[config.mk]
export PLATFORM = sky130hd
export DESIGN_NAME = controle_ula_multiciclo
export DESIGN_NICKNAME = d
export VERILOG_FILES = /design/src/rtl/ula_pkg.sv /design/src/rtl/ula_muldiv_iter.sv /design/src/rtl/controle_ula_multiciclo.sv
export SDC_FILE = /design/constraint.sdc
export NUM_CORES = 1
export LEC_CHECK = 0
export ABC_AREA = 1
export BUFFER_PORTS_ARGS = -buffer_cell sky130_fd_sc_hd__buf_4
export CAP_MARGIN = 30
export CORE_UTILIZATION = 60
export CTS_BUF_LIST = sky130_fd_sc_hd__clkbuf_2 sky130_fd_sc_hd__clkbuf_4 sky130_fd_sc_hd__clkbuf_8
export CTS_CLUSTER_SIZE = 16
export DETAILED_ROUTE_END_ITERATION = 12
export GPL_TIMING_DRIVEN = 0
export PLACE_DENSITY_LB_ADDON = 0.2
export SYNTH_ARGS = -nofsm -noshare
export SYNTH_HDL_FRONTEND = slang
export SYNTH_SLANG_ARGS = --single-unit
[constraint.sdc]
create_clock -name clk -period 7.1 [get_ports clk]
set_input_delay 0.71 -clock clk [delete_from_list [all_inputs] [get_ports clk]]
set_output_delay 0.71 -clock clk [all_outputs]
set_load 0.02 [all_outputs]
[src/rtl/ula_pkg.sv]
// Shared encodings for the multicycle ALU control: ALU control codes,
// MIPS opcode/funct values and the mult/div sequencer states.
package ula_pkg;

  localparam logic [3:0] ALU_ADD  = 4'b0000;
  localparam logic [3:0] ALU_SUB  = 4'b0001;
  localparam logic [3:0] ALU_MULT = 4'b0010;
  localparam logic [3:0] ALU_DIV  = 4'b0011;
  localparam logic [3:0] ALU_SLT  = 4'b0100;
  localparam logic [3:0] ALU_AND  = 4'b0101;
  localparam logic [3:0] ALU_OR   = 4'b0110;
  localparam logic [3:0] ALU_NOR  = 4'b0111;
  localparam logic [3:0] ALU_SLTU = 4'b1000;
  localparam logic [3:0] ALU_MFHI = 4'b1001;
  localparam logic [3:0] ALU_MFLO = 4'b1010;

  localparam logic [5:0] OP_RTYPE = 6'b000000;
  localparam logic [5:0] OP_J     = 6'b000010;
  localparam logic [5:0] OP_JAL   = 6'b000011;
  localparam logic [5:0] OP_BEQ   = 6'b000100;
  localparam logic [5:0] OP_ADDI  = 6'b001000;
  localparam logic [5:0] OP_SLTI  = 6'b001010;
  localparam logic [5:0] OP_ANDI  = 6'b001100;
  localparam logic [5:0] OP_ORI   = 6'b001101;
  localparam logic [5:0] OP_LW    = 6'b100011;
  localparam logic [5:0] OP_SW    = 6'b101011;

  localparam logic [5:0] FN_ADD   = 6'b100000;
  localparam logic [5:0] FN_SUB   = 6'b100010;
  localparam logic [5:0] FN_MULT  = 6'b011000;
  localparam logic [5:0] FN_DIV   = 6'b011010;
  localparam logic [5:0] FN_SLT   = 6'b101010;
  localparam logic [5:0] FN_AND   = 6'b100100;
  localparam logic [5:0] FN_OR    = 6'b100101;
  localparam logic [5:0] FN_NOR   = 6'b100111;
  localparam logic [5:0] FN_SLTU  = 6'b101011;
  localparam logic [5:0] FN_JR    = 6'b001000;
  localparam logic [5:0] FN_MFHI  = 6'b010000;
  localparam logic [5:0] FN_MFLO  = 6'b010010;

  typedef enum logic [1:0] {
    IDLE = 2'd0,
    MULT = 2'd1,
    DIV  = 2'd2,
    DONE = 2'd3
  } seq_state_e;

endpackage

[src/rtl/ula_muldiv_iter.sv]
// Iterative mult/div datapath: shift-add multiply, restoring divide,
// iteration counter and final sign fix-up of the result.
module ula_muldiv_iter #(
  parameter int unsigned DATA_W    = 32,
  parameter bit          SIGNED_MD = 1'b1
) (
  input  logic              clk,
  input  logic              reset,
  input  logic              load_i,
  input  logic              div_i,
  input  logic              step_i,
  input  logic [DATA_W-1:0] op_a_i,
  input  logic [DATA_W-1:0] op_b_i,
  output logic              last_o,
  output logic              divz_o,
  output logic [DATA_W-1:0] res_hi_o,
  output logic [DATA_W-1:0] res_lo_o
);

  localparam int unsigned CW = $clog2(DATA_W + 1);

  logic [DATA_W:0]     p_q, p_d;
  logic [DATA_W-1:0]   q_q, q_d;
  logic [DATA_W-1:0]   m_q, a_raw_q;
  logic                div_q, neg_q_q, neg_r_q;
  logic [CW-1:0]       cnt_q;

  logic                a_neg, b_neg;
  logic [DATA_W-1:0]   mag_a, mag_b;
  logic [DATA_W:0]     r_sh, addend, sum;
  logic [2*DATA_W-1:0] prod;
  logic [DATA_W-1:0]   quot, rem;

  always_comb begin
    a_neg = SIGNED_MD && op_a_i[DATA_W-1];
    b_neg = SIGNED_MD && op_b_i[DATA_W-1];
    mag_a = a_neg ? -op_a_i : op_a_i;
    mag_b = b_neg ? -op_b_i : op_b_i;
  end

  // p holds the partial product high half (mult) or partial remainder (div);
  // q holds the multiplier/quotient bits shifting through.
  always_comb begin
    r_sh   = '0;
    addend = '0;
    sum    = '0;
    p_d    = p_q;
    q_d    = q_q;
    if (div_q) begin
      r_sh = {p_q[DATA_W-1:0], q_q[DATA_W-1]};
      if (r_sh >= {1'b0, m_q}) begin
        p_d = r_sh - {1'b0, m_q};
        q_d = {q_q[DATA_W-2:0], 1'b1};
      end else begin
        p_d = r_sh;
        q_d = {q_q[DATA_W-2:0], 1'b0};
      end
    end else begin
      addend = q_q[0] ? {1'b0, m_q} : '0;
      sum    = p_q + addend;
      p_d    = {1'b0, sum[DATA_W:1]};
      q_d    = {sum[0], q_q[DATA_W-1:1]};
    end
  end

  // Results reflect the step being taken this cycle, so the caller can
  // capture them on the same edge as the final iteration.
  always_comb begin
    prod = {p_d[DATA_W-1:0], q_d};
    if (neg_q_q) prod = -prod;
    quot = neg_q_q ? -q_d : q_d;
    rem  = neg_r_q ? -p_d[DATA_W-1:0] : p_d[DATA_W-1:0];
    if (divz_o) begin
      res_hi_o = a_raw_q;
      res_lo_o = '1;
    end else if (div_q) begin
      res_hi_o = rem;
      res_lo_o = quot;
    end else begin
      res_hi_o = prod[2*DATA_W-1:DATA_W];
      res_lo_o = prod[DATA_W-1:0];
    end
  end

  assign last_o = (cnt_q == CW'(1));
  assign divz_o = div_q && (m_q == '0);

  always_ff @(posedge clk) begin
    if (reset) begin
      p_q     <= '0;
      q_q     <= '0;
      m_q     <= '0;
      a_raw_q <= '0;
      div_q   <= 1'b0;
      neg_q_q <= 1'b0;
      neg_r_q <= 1'b0;
      cnt_q   <= '0;
    end else if (load_i) begin
      p_q     <= '0;
      q_q     <= div_i ? mag_a : mag_b;
      m_q     <= div_i ? mag_b : mag_a;
      a_raw_q <= op_a_i;
      div_q   <= div_i;
      neg_q_q <= a_neg ^ b_neg;
      neg_r_q <= a_neg;
      cnt_q   <= CW'(DATA_W);
    end else if (step_i) begin
      p_q   <= p_d;
      q_q   <= q_d;
      cnt_q <= cnt_q - CW'(1);
    end
  end

endmodule

[src/rtl/controle_ula_multiciclo.sv]
// ALU control decoder with an iterative mult/div sequencer that owns HI/LO
// and stalls the pipeline front while a mult/div is outstanding.
module controle_ula_multiciclo
  import ula_pkg::*;
#(
  parameter int unsigned DATA_W    = 32,
  parameter int unsigned ALUCON_W  = 4,
  parameter bit          SIGNED_MD = 1'b1
) (
  input  logic                clk,
  input  logic                reset,
  input  logic [5:0]          ALUOp,
  input  logic [5:0]          funct,
  input  logic                in_valid,
  input  logic [DATA_W-1:0]   op_a,
  input  logic [DATA_W-1:0]   op_b,
  output logic [ALUCON_W-1:0] ALUCon,
  output logic                illegal,
  output logic                busy,
  output logic                stall,
  output logic                done,
  output logic [DATA_W-1:0]   hi,
  output logic [DATA_W-1:0]   lo,
  output logic                div0
);

  seq_state_e        state_q, state_d;
  logic [DATA_W-1:0] hi_q, hi_d, lo_q, lo_d;
  logic              div0_q, div0_d;

  logic [3:0]        code;
  logic              is_mult, is_div, is_mfx, is_md;
  logic              load, step, it_last, it_divz;
  logic [DATA_W-1:0] res_hi, res_lo;

  always_comb begin
    code    = ALU_ADD;
    illegal = 1'b0;
    if (ALUOp == OP_RTYPE) begin
      case (funct)
        FN_ADD:  code = ALU_ADD;
        FN_SUB:  code = ALU_SUB;
        FN_MULT: code = ALU_MULT;
        FN_DIV:  code = ALU_DIV;
        FN_SLT:  code = ALU_SLT;
        FN_AND:  code = ALU_AND;
        FN_OR:   code = ALU_OR;
        FN_NOR:  code = ALU_NOR;
        FN_SLTU: code = ALU_SLTU;
        FN_JR:   code = ALU_ADD;
        FN_MFHI: code = ALU_MFHI;
        FN_MFLO: code = ALU_MFLO;
        default: illegal = 1'b1;
      endcase
    end else begin
      case (ALUOp)
        OP_ADDI: code = ALU_ADD;
        OP_SLTI: code = ALU_SLT;
        OP_ANDI: code = ALU_AND;
        OP_ORI:  code = ALU_OR;
        OP_BEQ:  code = ALU_SUB;
        OP_J, OP_JAL, OP_LW, OP_SW: code = ALU_ADD;
        default: illegal = 1'b1;
      endcase
    end
  end

  assign ALUCon  = ALUCON_W'(code);
  assign is_mult = (ALUOp == OP_RTYPE) && (funct == FN_MULT);
  assign is_div  = (ALUOp == OP_RTYPE) && (funct == FN_DIV);
  assign is_mfx  = (ALUOp == OP_RTYPE) && ((funct == FN_MFHI) || (funct == FN_MFLO));
  assign is_md   = is_mult || is_div;

  always_comb begin
    state_d = state_q;
    hi_d    = hi_q;
    lo_d    = lo_q;
    div0_d  = div0_q;
    load    = 1'b0;
    case (state_q)
      IDLE: begin
        if (in_valid && is_md) begin
          load    = 1'b1;
          div0_d  = 1'b0;
          state_d = is_div ? DIV : MULT;
        end
      end
      MULT: begin
        if (it_last) begin
          state_d = DONE;
          hi_d    = res_hi;
          lo_d    = res_lo;
        end
      end
      DIV: begin
        // A zero divisor short-circuits the iteration on the first DIV cycle.
        if (it_divz || it_last) begin
          state_d = DONE;
          hi_d    = res_hi;
          lo_d    = res_lo;
          div0_d  = it_divz;
        end
      end
      DONE:    state_d = IDLE;
      default: state_d = IDLE;
    endcase
  end

  assign busy  = (state_q == MULT) || (state_q == DIV);
  assign step  = busy;
  assign done  = (state_q == DONE);
  assign hi    = hi_q;
  assign lo    = lo_q;
  assign div0  = div0_q;
  assign stall = busy
              || (in_valid && (is_md || is_mfx) && (state_q != IDLE))
              || (in_valid && is_md && (state_q == IDLE));

  always_ff @(posedge clk) begin
    if (reset) begin
      state_q <= IDLE;
      hi_q    <= '0;
      lo_q    <= '0;
      div0_q  <= 1'b0;
    end else begin
      state_q <= state_d;
      hi_q    <= hi_d;
      lo_q    <= lo_d;
      div0_q  <= div0_d;
    end
  end

  ula_muldiv_iter #(
    .DATA_W    (DATA_W),
    .SIGNED_MD (SIGNED_MD)
  ) u_iter (
    .clk      (clk),
    .reset    (reset),
    .load_i   (load),
    .div_i    (is_div),
    .step_i   (step),
    .op_a_i   (op_a),
    .op_b_i   (op_b),
    .last_o   (it_last),
    .divz_o   (it_divz),
    .res_hi_o (res_hi),
    .res_lo_o (res_lo)
  );

endmodule

==> qor.log <==
qor: worst_setup_path.crit_path_max_fanout 10
qor: worst_setup_path.path_class reg2reg
qor: placed_design.portBuffers 150
qor: worst_setup_path.timing.critical_path.arrival 5770 ps
qor: finish.fin_cells 3882
qor: die.ios 152
qor: clock_tree.cts_max_level 2
qor: clock_tree.clk_pin_slew_worst_paths 70 ps
qor: yosys.ys_ff_latch 204
qor: yosys.post_synth_instance_area 0.0191 mm^2
qor: clock_tree.cts-hold-fix-buffers 0
qor: routing.initialDrtViolationCount 3649
qor: die.floorplan.rows 64
qor: routing.drt_antenna_net_count 0
qor: timing.slew-limit-headroom 23.6%
qor: finish.nNetsFinal 3618
qor: yosys.synth_top_cells_by_area dfxtp_1 21%, nand2_1 17%, inv_1 10%
qor: placed_design.area_of_placed_instances 0.0208 mm^2
qor: grt.grt_pass1_vias 22.5k
qor: yosys.synth_sequential_area_ratio 21.4%
qor: finish.final_core_utilization 69.4%
qor: clock_tree.ctsRootBufferMaster clkbuf_8
qor: grt.gr-total-overflow 0
qor: routing.detail_route.drc_violations 0
qor: timing.final_min_period_over_clock_period 75.1%
qor: routing.avgViaCountPerCell 6.19
qor: placed_design.place.gp.congestion 1.15
qor: worst_hold_path.hold_class in2reg
qor: routing.dr_vias 24.0k
qor: grt.grt_max_degree 11
qor: finish.syn_to_final_growth 12.6%
qor: worst_setup_path.crit_top_cell nand2_1
qor: clock_tree.cts.sink_count 204
qor: clock_tree.max-clock-path-buffers 3
qor: power.report.power.total 6.99 mW
qor: timing.final-hold-violation-count 0
qor: yosys.synth-async-reset-ratio 0%
qor: grt.global_route_wire_length_before_repair 125000 um
qor: routing.wl_per_cell 21.4 um
qor: grt.number_of_antenna_violations_at_the_first_check_in_global_routing 1
qor: yosys.ys.flop_type dfxtp_1
qor: clock_tree.cts_made_buffers 35
qor: worst_setup_path.worst_path_max_delay_cell clkbuf_1
qor: timing.worst-slew-pin-transition 1140 ps
qor: timing.timing_max_transition_violations_final 0
qor: die.die_y 180 um
qor: worst_setup_path.startpoint_class register
qor: placed_design.numPlacedInstances 3819
qor: worst_setup_path.cp_slowest_stage_delay 530 ps
qor: power.cellPowerDensity 325 mW/mm^2
qor: worst_setup_path.worst-endpoint-required 7530 ps
qor: yosys.synth_area_leader dfxtp_1
qor: worst_setup_path.worst-r2r-setup-slack 1770 ps
qor: clock_tree.cts_resized 0
qor: routing.routed_wl 83000 um
qor: yosys.synth_edf_count 0
qor: run.max_cap_violations 0
qor: timing.fmaxAchievable 187 MHz
qor: yosys.unique_cell_type_count_in_the_yosys_netlist 61
qor: die.die-area 0.0326 mm^2
qor: power.vdd.ir_drop.worst 233 uV
qor: power.p_leak 11.0 nW
qor: grt.groute.usage.overall 50.0%
qor: timing.finalSetupViolCount 0
qor: timing.grt_setup_unrepaired no
qor: finish.layout-drive-gt1-share 10.6%
qor: outcome.status complete, no violations
qor: clock_tree.post_cts.repair.setup_buffers 0
qor: timing.fin_skew 60.1 ps
qor: routing.initial_drt_pass_iterations 8
qor: finish.insertedDiodeCount 0
qor: timing.min_period 5330 ps
qor: yosys.synthesis.area_per_instance 5.85 um^2
qor: placed_design.place_hpwl 66100 um
qor: clock_tree.clock_tree_from_tritoncts built
qor: yosys.syn-num-nets 3424
qor: finish.design_area 0.0215 mm^2
qor: die.coreArea 0.0310 mm^2
qor: die.x_dimension_of_the_die 180 um
qor: clock_tree.clk-insertion-delay-late 600 ps
qor: yosys.syn_inst 3268
qor: die.initial_core_util 61.7%
qor: yosys.synthesis.yosys.warnings 0
qor: worst_setup_path.setup.worst_path.end_class register
qor: timing.finalSetupTns 0 ps
qor: yosys.post-synth-top-area-fraction 21.4%
worst paths after layout:
check                                         from            endpoint  cells past startpoint
worst max-delay path                 u_iter.q_q[0]              hi[28]                     26
worst min-delay path                      op_a[15]  u_iter.a_raw_q[15]                      3
worst max register to register       u_iter.q_q[0]              hi[28]                     26
worst min register to register  u_iter.a_raw_q[22]  u_iter.a_raw_q[22]                      2
layer usage:
| metal | track usage [%] | wire length (um) | vias to the layer above |
|---|---|---|---|
| li1 | - | - | 11000 |
| met1 | 58.2 | 29100 | 10600 |
| met2 | 76.9 | 34500 | 1921 |
| met3 | 13.8 | 11300 | 537 |
| met4 | 40.8 | 8160 | 2 |
| met5 | 0 | 13 | - |
placed cells by master (no fill, tap or decap), drive strengths merged, types with 3 or more instances in the layout:
cell type and n:
nand2 909, and2 5, buf 197, inv 531, dfxtp 204, xor2 63
o21bai 7, nor2 287, o21a 6, nor4 13, xnor2 38, o21ai 241
a31oi 16, a221oi 3, nand3b 24, o22ai 8, clkinv 10, or2 21
o221ai 31, o211ai 41, ha 75, nand3 255, clkbuf 136, nor3 47
a22oi 6, nand4 47, a21oi 242
state kept, by name, summed over array words and instances (netlist names):
register and count:
u_iter.div_q 1, div0 1, u_iter.neg_q_q 1, u_iter.a_raw_q 31
state_q 2, u_iter.q_q 32, u_iter.p_q 33, u_iter.cnt_q 6
hi 32, lo 32, u_iter.neg_r_q 1, u_iter.m_q 32
critical path: cells and delay by family, from the launching register on:
family          cells  cell delay (ps)
xor+xnor            1              140
fa+ha+maj           2              630
compound gates      3              820
buf+inv             5             1270
flops               1              310
simple gates       15             1970
cells by family (layout without fill, tap and decap cells):
group                      count (synthesis)  after routing  share of synthesized area, %
xor gates and xnor gates                 101            101                          4.63
adders and majority gates                 77             77                          5.12
and+or+nand+nor                         1611           1611                          37.3
muxes                                      2              2                         0.105
DFF                                      204            204                          21.4
buffers and inverters                    659            877                          13.4
AOI/OAI and AO/OA                        614            614                          18.1
where the power goes:
part | internal, mW | switching [mW] | total (mW)
Sequential | 1.32 | 0.164 | 1.49
Combinational | 1.36 | 2.95 | 4.30
Clock | 0.650 | 0.553 | 1.20
synth_stat cells, drive strengths merged, types with 16 or more instances:
master,instances
nand2,909
xnor2,38
o211ai,41
nor3,47
o221ai,31
clkbuf,83
nor2,287
nand4,47
dfxtp,204
or2,21
nand3b,24
nand3,255
inv,530
buf,41
a21oi,242
a31oi,16
xor2,63
o21ai,241
ha,75
metrics by stage:
| stage | hold slack, ps | worst slack, ps |
|---|---|---|
| finish | 408 | 1770 |
| CTS | 402 | 2140 |
| floorplan | 426 | 3610 |
| detailed placement | 455 | 2190 |
| global route | 425 | 1570 |
| global placement | 446 | 2240 |
cell type report:
cell class                      instances  area [um^2]
Tap cell                              396          495
Clock inverter                          9          113
Buffer                                124          559
Inverter                              535         2010
Sequential cell                       204         4080
Clock buffer                           52          634
Fill cell                            2857         9470
Timing Repair Buffer                  157         1170
Multi-Input combinational cell       2405        12500
Note: power is estimated with default switching activity, not from simulation.
